--- config.mk ---
export PLATFORM = sky130hd
export DESIGN_NAME = fp32_square_seq
export DESIGN_NICKNAME = d
export VERILOG_FILES = /design/src/rtl/fp32_square_seq.sv
export SDC_FILE = /design/constraint.sdc
export NUM_CORES = 1
export LEC_CHECK = 0
export BUFFER_PORTS_ARGS = -buffer_cell sky130_fd_sc_hd__buf_2
export CAP_MARGIN = 30
export CORE_MARGIN = 4
export CORE_UTILIZATION = 60
export CTS_CLUSTER_SIZE = 25
export DETAILED_ROUTE_END_ITERATION = 8
export GPL_TIMING_DRIVEN = 0
export HOLD_SLACK_MARGIN = 0.08
export PLACE_DENSITY = 0.79
export SLEW_MARGIN = 15
export SYNTH_ARGS = -nofsm -noshare
export SYNTH_HDL_FRONTEND = slang
export SYNTH_SLANG_ARGS = --single-unit
--- constraint.sdc ---
create_clock -name clk -period 4.6 [get_ports clk]
set_input_delay 0.92 -clock clk [delete_from_list [all_inputs] [get_ports clk]]
set_output_delay 0.92 -clock clk [all_outputs]
set_load 0.01 [all_outputs]
--- src/rtl/fp32_square_seq.sv ---
// Multi-cycle FP32 squarer C = A*A using a radix-2^RADIX_BITS shift-add mantissa engine.
// Truncating, denormal-flushing packing identical to the FP32 multiplier; valid/ready on both sides.
module fp32_square_seq #(
   parameter int RADIX_BITS = 1
) (
   input  logic        clk,
   input  logic        reset,
   input  logic        in_valid,
   output logic        in_ready,
   input  logic [31:0] A,
   output logic        out_valid,
   input  logic        out_ready,
   output logic [31:0] C,
   output logic        ovf,
   output logic        unf
);

   localparam int         MUL_CYCLES = 24 / RADIX_BITS;
   localparam logic [4:0] LAST_CNT   = 5'(MUL_CYCLES - 1);
   localparam logic [31:0] QNAN      = 32'h7FC0_0000;
   localparam logic [31:0] PINF      = 32'h7F80_0000;

   typedef enum logic [1:0] {IDLE, MUL, NORM, DONE} state_t;

   state_t      state_q, state_d;
   logic [4:0]  cnt_q, cnt_d;
   logic [7:0]  exp_q, exp_d;
   logic [47:0] mcand_q, mcand_d;
   logic [23:0] mplier_q, mplier_d;
   logic [47:0] acc_q, acc_d;
   logic [31:0] c_q, c_d;
   logic        ovf_q, ovf_d;
   logic        unf_q, unf_d;

   logic [RADIX_BITS-1:0] digit;
   logic [47:0]           pp;
   logic signed [9:0]     x_exp;
   logic [22:0]           mant;
   logic                  sign_unused;

   // The result is always non-negative, so the operand sign is never consumed.
   assign sign_unused = A[31];

   always_comb begin
      digit = mplier_q[RADIX_BITS-1:0];
      pp    = mcand_q * {{(48 - RADIX_BITS){1'b0}}, digit};
      x_exp = $signed({1'b0, exp_q, 1'b0}) - 10'sd127 + $signed({9'd0, acc_q[47]});
      mant  = acc_q[47] ? acc_q[46:24] : acc_q[45:23];
   end

   always_comb begin
      state_d  = state_q;
      cnt_d    = cnt_q;
      exp_d    = exp_q;
      mcand_d  = mcand_q;
      mplier_d = mplier_q;
      acc_d    = acc_q;
      c_d      = c_q;
      ovf_d    = ovf_q;
      unf_d    = unf_q;
      case (state_q)
         IDLE: begin
            if (in_valid) begin
               exp_d = A[30:23];
               if (A[30:23] == 8'd0) begin
                  c_d     = 32'h0;
                  ovf_d   = 1'b0;
                  unf_d   = 1'b0;
                  state_d = DONE;
               end else if (A[30:23] == 8'hFF) begin
                  c_d     = (A[22:0] != 23'd0) ? QNAN : PINF;
                  ovf_d   = 1'b0;
                  unf_d   = 1'b0;
                  state_d = DONE;
               end else begin
                  mcand_d  = {24'd0, 1'b1, A[22:0]};
                  mplier_d = {1'b1, A[22:0]};
                  acc_d    = 48'd0;
                  cnt_d    = 5'd0;
                  state_d  = MUL;
               end
            end
         end
         MUL: begin
            // Multiplier digits are retired LSB first; the multiplicand walks up to match.
            acc_d    = acc_q + pp;
            mcand_d  = mcand_q << RADIX_BITS;
            mplier_d = mplier_q >> RADIX_BITS;
            cnt_d    = cnt_q + 5'd1;
            if (cnt_q == LAST_CNT) state_d = NORM;
         end
         NORM: begin
            ovf_d = 1'b0;
            unf_d = 1'b0;
            if (x_exp >= 10'sd255) begin
               c_d   = PINF;
               ovf_d = 1'b1;
            end else if (x_exp <= 10'sd0) begin
               c_d   = 32'h0;
               unf_d = 1'b1;
            end else begin
               c_d = {1'b0, x_exp[7:0], mant};
            end
            state_d = DONE;
         end
         DONE: begin
            if (out_ready) state_d = IDLE;
         end
         default: state_d = IDLE;
      endcase
   end

   always_ff @(posedge clk) begin
      if (reset) begin
         state_q <= IDLE;
         cnt_q   <= 5'd0;
         acc_q   <= 48'd0;
         c_q     <= 32'h0;
         ovf_q   <= 1'b0;
         unf_q   <= 1'b0;
      end else begin
         state_q <= state_d;
         cnt_q   <= cnt_d;
         acc_q   <= acc_d;
         c_q     <= c_d;
         ovf_q   <= ovf_d;
         unf_q   <= unf_d;
      end
   end

   // Operand working registers are always reloaded at acceptance, so they carry no reset.
   always_ff @(posedge clk) begin
      exp_q    <= exp_d;
      mcand_q  <= mcand_d;
      mplier_q <= mplier_d;
   end

   assign in_ready  = (state_q == IDLE);
   assign out_valid = (state_q == DONE);
   assign C         = c_q;
   assign ovf       = ovf_q;
   assign unf       = unf_q;

endmodule

==> flow_metrics.py, run 1 <==
metrics = {
    "sta": {
        "hold_violations": 0,
        "fin_skew_ns": 0.0124,
        "clock.fmax_mhz": 275,
        "setup_viol": 0,
        "fin_tns_setup_ns": 0,
        "max_slew.worst_pin.slew_ns": 0.663,
        "rsz0062_at_grt": "false",
        "min_period_over_period_pct": 78.9,
        "holdWs_ns": 0.461,
        "drv_slew": 0,
        "min_period_ns": 3.63,
        "max-slew-margin-rel_pct": 55.8,
    },
    "global_route": {
        "grt_pass1_wl_um": 39100,
        "grt_pass1_vias": 7792,
        "grt.total_usage_pct": 26.5,
        "antenna_found_initial": 0,
        "grt_max_degree": 63,
        "overflow": 0,
    },
    "power_and_ir_drop": {
        "p_leak_nw": 4.56,
        "power.density_mw_per_mm2": 555,
        "peakVddDrop_mv": 0.444,
    },
    "clocking": {
        "cts_setup_buffers": 0,
        "cts.clk_slew.worst_paths_ns": 0.07,
        "clock-sinks": 168,
        "cts_buffer_depth": 2,
        "cts_resized": 0,
        "tritoncts": "done",
        "h-tree-depth": 4,
        "cts_made_buffers": 17,
        "cts-root-buf": "clkbuf_16",
        "hold_buffers": 0,
        "insertion_delay_ns": 0.43,
    },
    "flow_run": {
        "cap_violations": 0,
    },
    "yosys": {
        "yosys_warnings": 0,
        "synth_fp_nets": 1190,
        "avgSynthCellArea_um2": 9.07,
        "yosysTopAreaCell": "edfxtp_1",
        "synth_cells": 1098,
        "synth_edf_count": 80,
        "synth_top_cell_area_share_pct": 24.1,
        "synth_seq_area_share_pct": 41.8,
        "synth-main-ff-cell": "dfxtp_1",
        "yosysUniqueCellTypes": 81,
        "ys_ff_latch": 168,
        "synthTopCellsByArea": "edfxtp_1 24%, dfxtp_1 18%, nand2_1 7.1%",
        "async_flop_share_pct": 0,
        "netlist_area_mm2": 0.00996,
        "yosys-top-cells-count": "189 x nand2_1, 94 x nor2_1, 88 x dfxtp_1",
        "yosysMostFrequentCell": "nand2_1",
    },
    "critical_path": {
        "arrival_ns": 3.95,
        "r2r-start": "mplier_q[0]",
        "path_class": "reg -> reg",
        "cp_slowest_cell": "a311oi_2",
        "crit_buf_inv": 1,
        "r2r-end": "acc_q[44]",
        "critical_path.endpoint_type": "flop",
        "critPathMaxStageDelay_ns": 0.44,
        "path_delay_family": "compound AO/OA/AOI/OAI gates",
        "cp_max_fo": 10,
        "crit_path_cell_trace": "clkbuf_1 > and2_1 > ha_1 > fa_1 > a211oi_1 > o211ai_2 > a22oi_1 > a21oi_2 > a311oi_2 > nor3_1 > nor3b_2 > xnor2_1 > o21ai_1",
        "cp-start-kind": "flop",
        "crit_required_ns": 4.92,
        "r2r.worst_path.cells": 13,
        "rrSetupSlack_ns": 0.97,
    },
    "routing": {
        "first_iter_violations": 629,
        "antenna_left": 0,
        "viasPerCell": 5.90,
        "vias": 8349,
        "wl_um": 24300,
        "drt_first_pass_iters": 5,
        "routedWlPerCell_um": 17.2,
        "drc": 0,
    },
    "hold_path": {
        "hp-start": "ovf",
        "min_path_type": "reg -> reg",
        "holdPathStages": 2,
        "min_to": "ovf",
    },
    "floorplan": {
        "ios": 72,
        "rows": 46,
        "die_h_um": 137,
        "initial_utilization_pct": 62.0,
        "die_w_um": 137,
        "die_area_mm2": 0.0187,
        "core-area_mm2": 0.0161,
    },
    "final_layout": {
        "n_antenna_cell": 0,
        "drive_gt1_share_pct": 15.3,
        "area_growth_pct": 12.7,
        "finish.utilization_pct": 69.9,
        "fillers": 1287,
        "fin_cells": 1415,
        "nets": 1278,
    },
    "placement": {
        "place_inst": 1383,
        "place_hpwl_um": 18300,
        "place.gp.congestion": 0.950,
        "portBuffers": 68,
    },
    "outcome": {
        "status": "finished, final reports clean",
    },
}
==> cell families (layout without fill, tap and decap cells) <==
family | after synthesis | after routing | share of synthesized area, %
DFF | 168 | 168 | 41.8
AOI/OAI and AO/OA | 275 | 275 | 19.0
buffers and inverters | 68 | 169 | 2.97
adders and majority gates | 56 | 56 | 7.11
other | 1 | 1 | 0.0377
and+or+nand+nor | 453 | 453 | 21.6
xor gates and xnor gates | 50 | 50 | 4.40
muxes | 27 | 27 | 3.07
==> per-layer routing <==
metal  GRT usage, %  wire, um  vias up
met5              0         0        -
met4           6.10       282        0
met3           5.07      1650       33
met2           42.2     11100      269
met1           37.7     11300     3938
li1               -         -     4109
==> placed cells by master (no fill, tap or decap), types with 4 or more instances in the layout <==
cell         n
nor2_1      94
a211oi_1     7
nor4_1       9
ha_1        55
xor2_1      24
a22oi_1     19
dfxtp_1     88
o21ai_0     44
clkbuf_1    32
nor2b_1      9
inv_1       14
nand2_1    189
a31oi_1      5
xnor2_1     26
edfxtp_1    80
a21o_1      17
nand3_1     25
a22oi_2     20
o211ai_1     4
a21oi_1     86
a221oi_1     4
buf_1        6
o21ai_1     14
mux2_2      24
bufinv_16    4
nand2b_1     6
nor3_1      12
buf_2       77
clkbuf_16   17
o21a_1       8
o21bai_1    10
and2_1      74
nand4_1     13
==> registers in the layout, indices dropped and copies added (netlist names) <==
signal	count
cnt_q	5
mcand_q	48
C	31
exp_q	8
mplier_q	24
acc_q	48
ovf	1
state_q	2
unf	1
==> per-stage QoR <==
stage               power (W)  setup WS, ns  cell area (um2)
finish                0.00623         0.970            11200
global route          0.00661         0.656            11200
CTS                   0.00621         0.987            11200
detailed placement    0.00467          1.00            10600
global placement      0.00461        -0.730            10600
floorplan             0.00402         0.426             9960
==> how the worst max path moves through the flow <==
stage	depth (start not counted)	to	startpoint	slack (ns)
6_report	13	acc_q[44]	mplier_q[0]	0.97
5_1_grt	14	acc_q[40]	mplier_q[0]	0.66
4_1_cts	13	acc_q[44]	mplier_q[0]	0.99
3_5_place_dp	13	acc_q[40]	mplier_q[0]	1.00
3_3_place_gp	7	acc_q[0]	in_valid	-0.73
2_1_floorplan	7	mcand_q[0]	state_q[0]	0.43
==> area by class of cell <==
type	count	area [um2]	share of cell area, %
Buffer	52	239	2.13
Clock inverter	14	196	1.75
Inverter	16	60.1	0.535
Sequential cell	168	4160	37.1
Multi-Input combinational cell	862	5500	49.0
Tap cell	216	270	2.41
Clock buffer	18	429	3.82
Timing Repair Buffer	69	368	3.28
==> worst min-delay path, cell delays in order, from the launching register on <==
cell and delay, ns:
dfxtp_1 0.31, nand2_1 0.05, a21oi_1 0.05
==> where the power goes <==
group	internal, W	total [W]	switching, W
Combinational	0.000796	0.00233	0.00154
Sequential	0.00215	0.00238	0.000227
Clock	0.000915	0.00152	0.000609
Total	0.00386	0.00623	0.00237
(Power assumes the default switching activity.)
==> run 2: changes to the inputs <==
==> constraint.sdc (replaced) <==
create_clock -name clk -period 3.6 [get_ports clk]
set_input_delay 0.72 -clock clk [delete_from_list [all_inputs] [get_ports clk]]
set_output_delay 0.72 -clock clk [all_outputs]
set_load 0.01 [all_outputs]
==> flow_metrics.py, run 2 (same netlist as run 1, synthesis figures left out) <==
metrics = {
    "placement": {
        "place_hpwl_um": 18000,
        "place.gp.congestion": 0.943,
        "portBuffers": 68,
        "place_inst": 1383,
    },
    "critical_path": {
        "path_delay_family": "compound AO/OA/AOI/OAI gates",
        "cp_slowest_cell": "a21oi_1",
        "path_class": "reg -> reg",
        "cp_max_fo": 10,
        "crit_required_ns": 3.92,
        "crit_path_cell_trace": "clkbuf_1 > and2_1 > ha_1 > a21oi_1 > o211ai_1 > o221ai_1 > a21oi_1 > a31oi_1 > o21ai_0 > a31oi_2 > xor2_1 > o21ai_1",
        "arrival_ns": 3.75,
        "crit_buf_inv": 1,
        "critPathMaxStageDelay_ns": 0.45,
        "cp-start-kind": "flop",
        "critical_path.endpoint_type": "flop",
        "path_common_cell": "a21oi_1",
    },
    "routing": {
        "vias": 8280,
        "wl_um": 24000,
        "routedWlPerCell_um": 17.0,
        "drc": 0,
        "first_iter_violations": 733,
        "viasPerCell": 5.85,
        "antenna_left": 0,
        "drt_first_pass_iters": 8,
    },
    "flow_run": {
        "cap_violations": 0,
    },
    "power_and_ir_drop": {
        "peakVddDrop_mv": 0.440,
        "power.density_mw_per_mm2": 691,
        "p_leak_nw": 4.54,
    },
    "floorplan": {
        "ios": 72,
        "die_w_um": 137,
        "core-area_mm2": 0.0161,
        "initial_utilization_pct": 62.0,
        "die_h_um": 137,
        "rows": 46,
        "die_area_mm2": 0.0187,
    },
    "outcome": {
        "status": "finished, final reports clean",
    },
    "sta": {
        "setup_viol": 0,
        "fin_tns_setup_ns": 0,
        "holdWs_ns": 0.465,
        "min_period_ns": 3.43,
        "fin_skew_ns": 0.00824,
        "max_slew.worst_pin.slew_ns": 0.641,
        "max-slew-margin-rel_pct": 57.2,
        "min_period_over_period_pct": 95.4,
        "rsz0062_at_grt": "false",
        "clock.fmax_mhz": 291,
        "hold_violations": 0,
        "drv_slew": 0,
    },
    "global_route": {
        "overflow": 0,
        "antenna_found_initial": 0,
        "grt_pass1_wl_um": 39100,
        "grt.total_usage_pct": 26.5,
        "grt_max_degree": 63,
        "grt_pass1_vias": 7889,
    },
    "final_layout": {
        "nets": 1279,
        "drive_gt1_share_pct": 16.2,
        "finish.utilization_pct": 69.8,
        "final_cell_mix": "189 x nand2_1, 94 x nor2_1, 88 x dfxtp_1, 86 x a21oi_1, 80 x edfxtp_1",
        "register_area_mm2": 0.00416,
        "n_antenna_cell": 0,
        "fin_cells": 1416,
        "final_common_cell": "nand2_1",
        "multiInputGateArea_mm2": 0.00554,
        "area_growth_pct": 12.6,
        "fillers": 1271,
    },
    "clocking": {
        "tritoncts": "done",
        "hold_buffers": 0,
        "clock-sinks": 168,
        "cts_buffer_depth": 2,
        "h-tree-depth": 4,
        "cts-root-buf": "clkbuf_16",
        "cts_made_buffers": 17,
        "cts.clk_slew.worst_paths_ns": 0.07,
        "insertion_delay_ns": 0.43,
    },
    "hold_path": {
        "min_path_type": "reg -> reg",
    },
}
run 2: changes by cell type in the layout (fill, tap and decap cells not counted), moves of 2 or more:
cell,change
buf_4,+2
inv_8,+2
clkinv_1,-2
bufinv_16,-4
clkbuf_1,-2
clkinvlp_4,+3
run 2: tightest hold or removal path: cells and delay by family, from the launching register on:
kind            cells  cell delay, ns
compound gates      1            0.05
flops               1            0.32
simple gates        1            0.05
run 2: worst paths after layout:
| kind | slack (ns) | cells after the start | startpoint | to |
|---|---|---|---|---|
| worst max-delay path | 0.17 | 12 | mplier_q[0] | acc_q[33] |
| worst min register to register | 0.46 | 2 | acc_q[4] | acc_q[4] |
| worst max register to register | 0.17 | 12 | mplier_q[0] | acc_q[33] |
| worst min-delay path | 0.46 | 2 | acc_q[4] | acc_q[4] |
run 2: power by group:
group / leakage [nW] / internal, W / total (W) / switching [W]
sequential: 1.49 / 0.00275 / 0.00303 / 0.000282
clock: 0.269 / 0.000912 / 0.00175 / 0.000834
combinational: 2.78 / 0.00103 / 0.00298 / 0.00195
total: 4.54 / 0.00469 / 0.00775 / 0.00307
run 2: area by class of cell:
cell class              count  area share (%)
clock inverters            15            1.24
repair buffers             71            3.41
well taps                 216            2.41
flip-flops and latches    168            37.1
plain buffers              51            2.10
inverters                  16           0.536
multi-input cells         862            49.4
clock buffers              17            3.79
run 2: metal layers:
metal / vias up / routed length (um) / track usage [%]
met5: - / 0 / 0
met3: 31 / 1960 / 5.70
met2: 278 / 10600 / 41.5
li1: 4120 / - / -
met4: 0 / 369 / 8.04
met1: 3851 / 11100 / 37.2
run 2: repair_timing:
| action | in CTS | in global routing |
|---|---|---|
| gates cloned | 0 | 0 |
| buffers inserted | 0 | 2 |
| endpoints found under the setup margin | 4 | 8 |
| resized for setup | 3 | 4 |
run 2: stage by stage:
stage                     worst slack [ns]  instance area, um2  total power (W)
after CTS                            0.114               11200          0.00772
after detailed placement           -0.0542               10600          0.00595
after floorplan                      0.468                9960          0.00512
after global placement              -0.316               10600          0.00587
final                                0.166               11200          0.00775
after global routing              0.000454               11200          0.00826
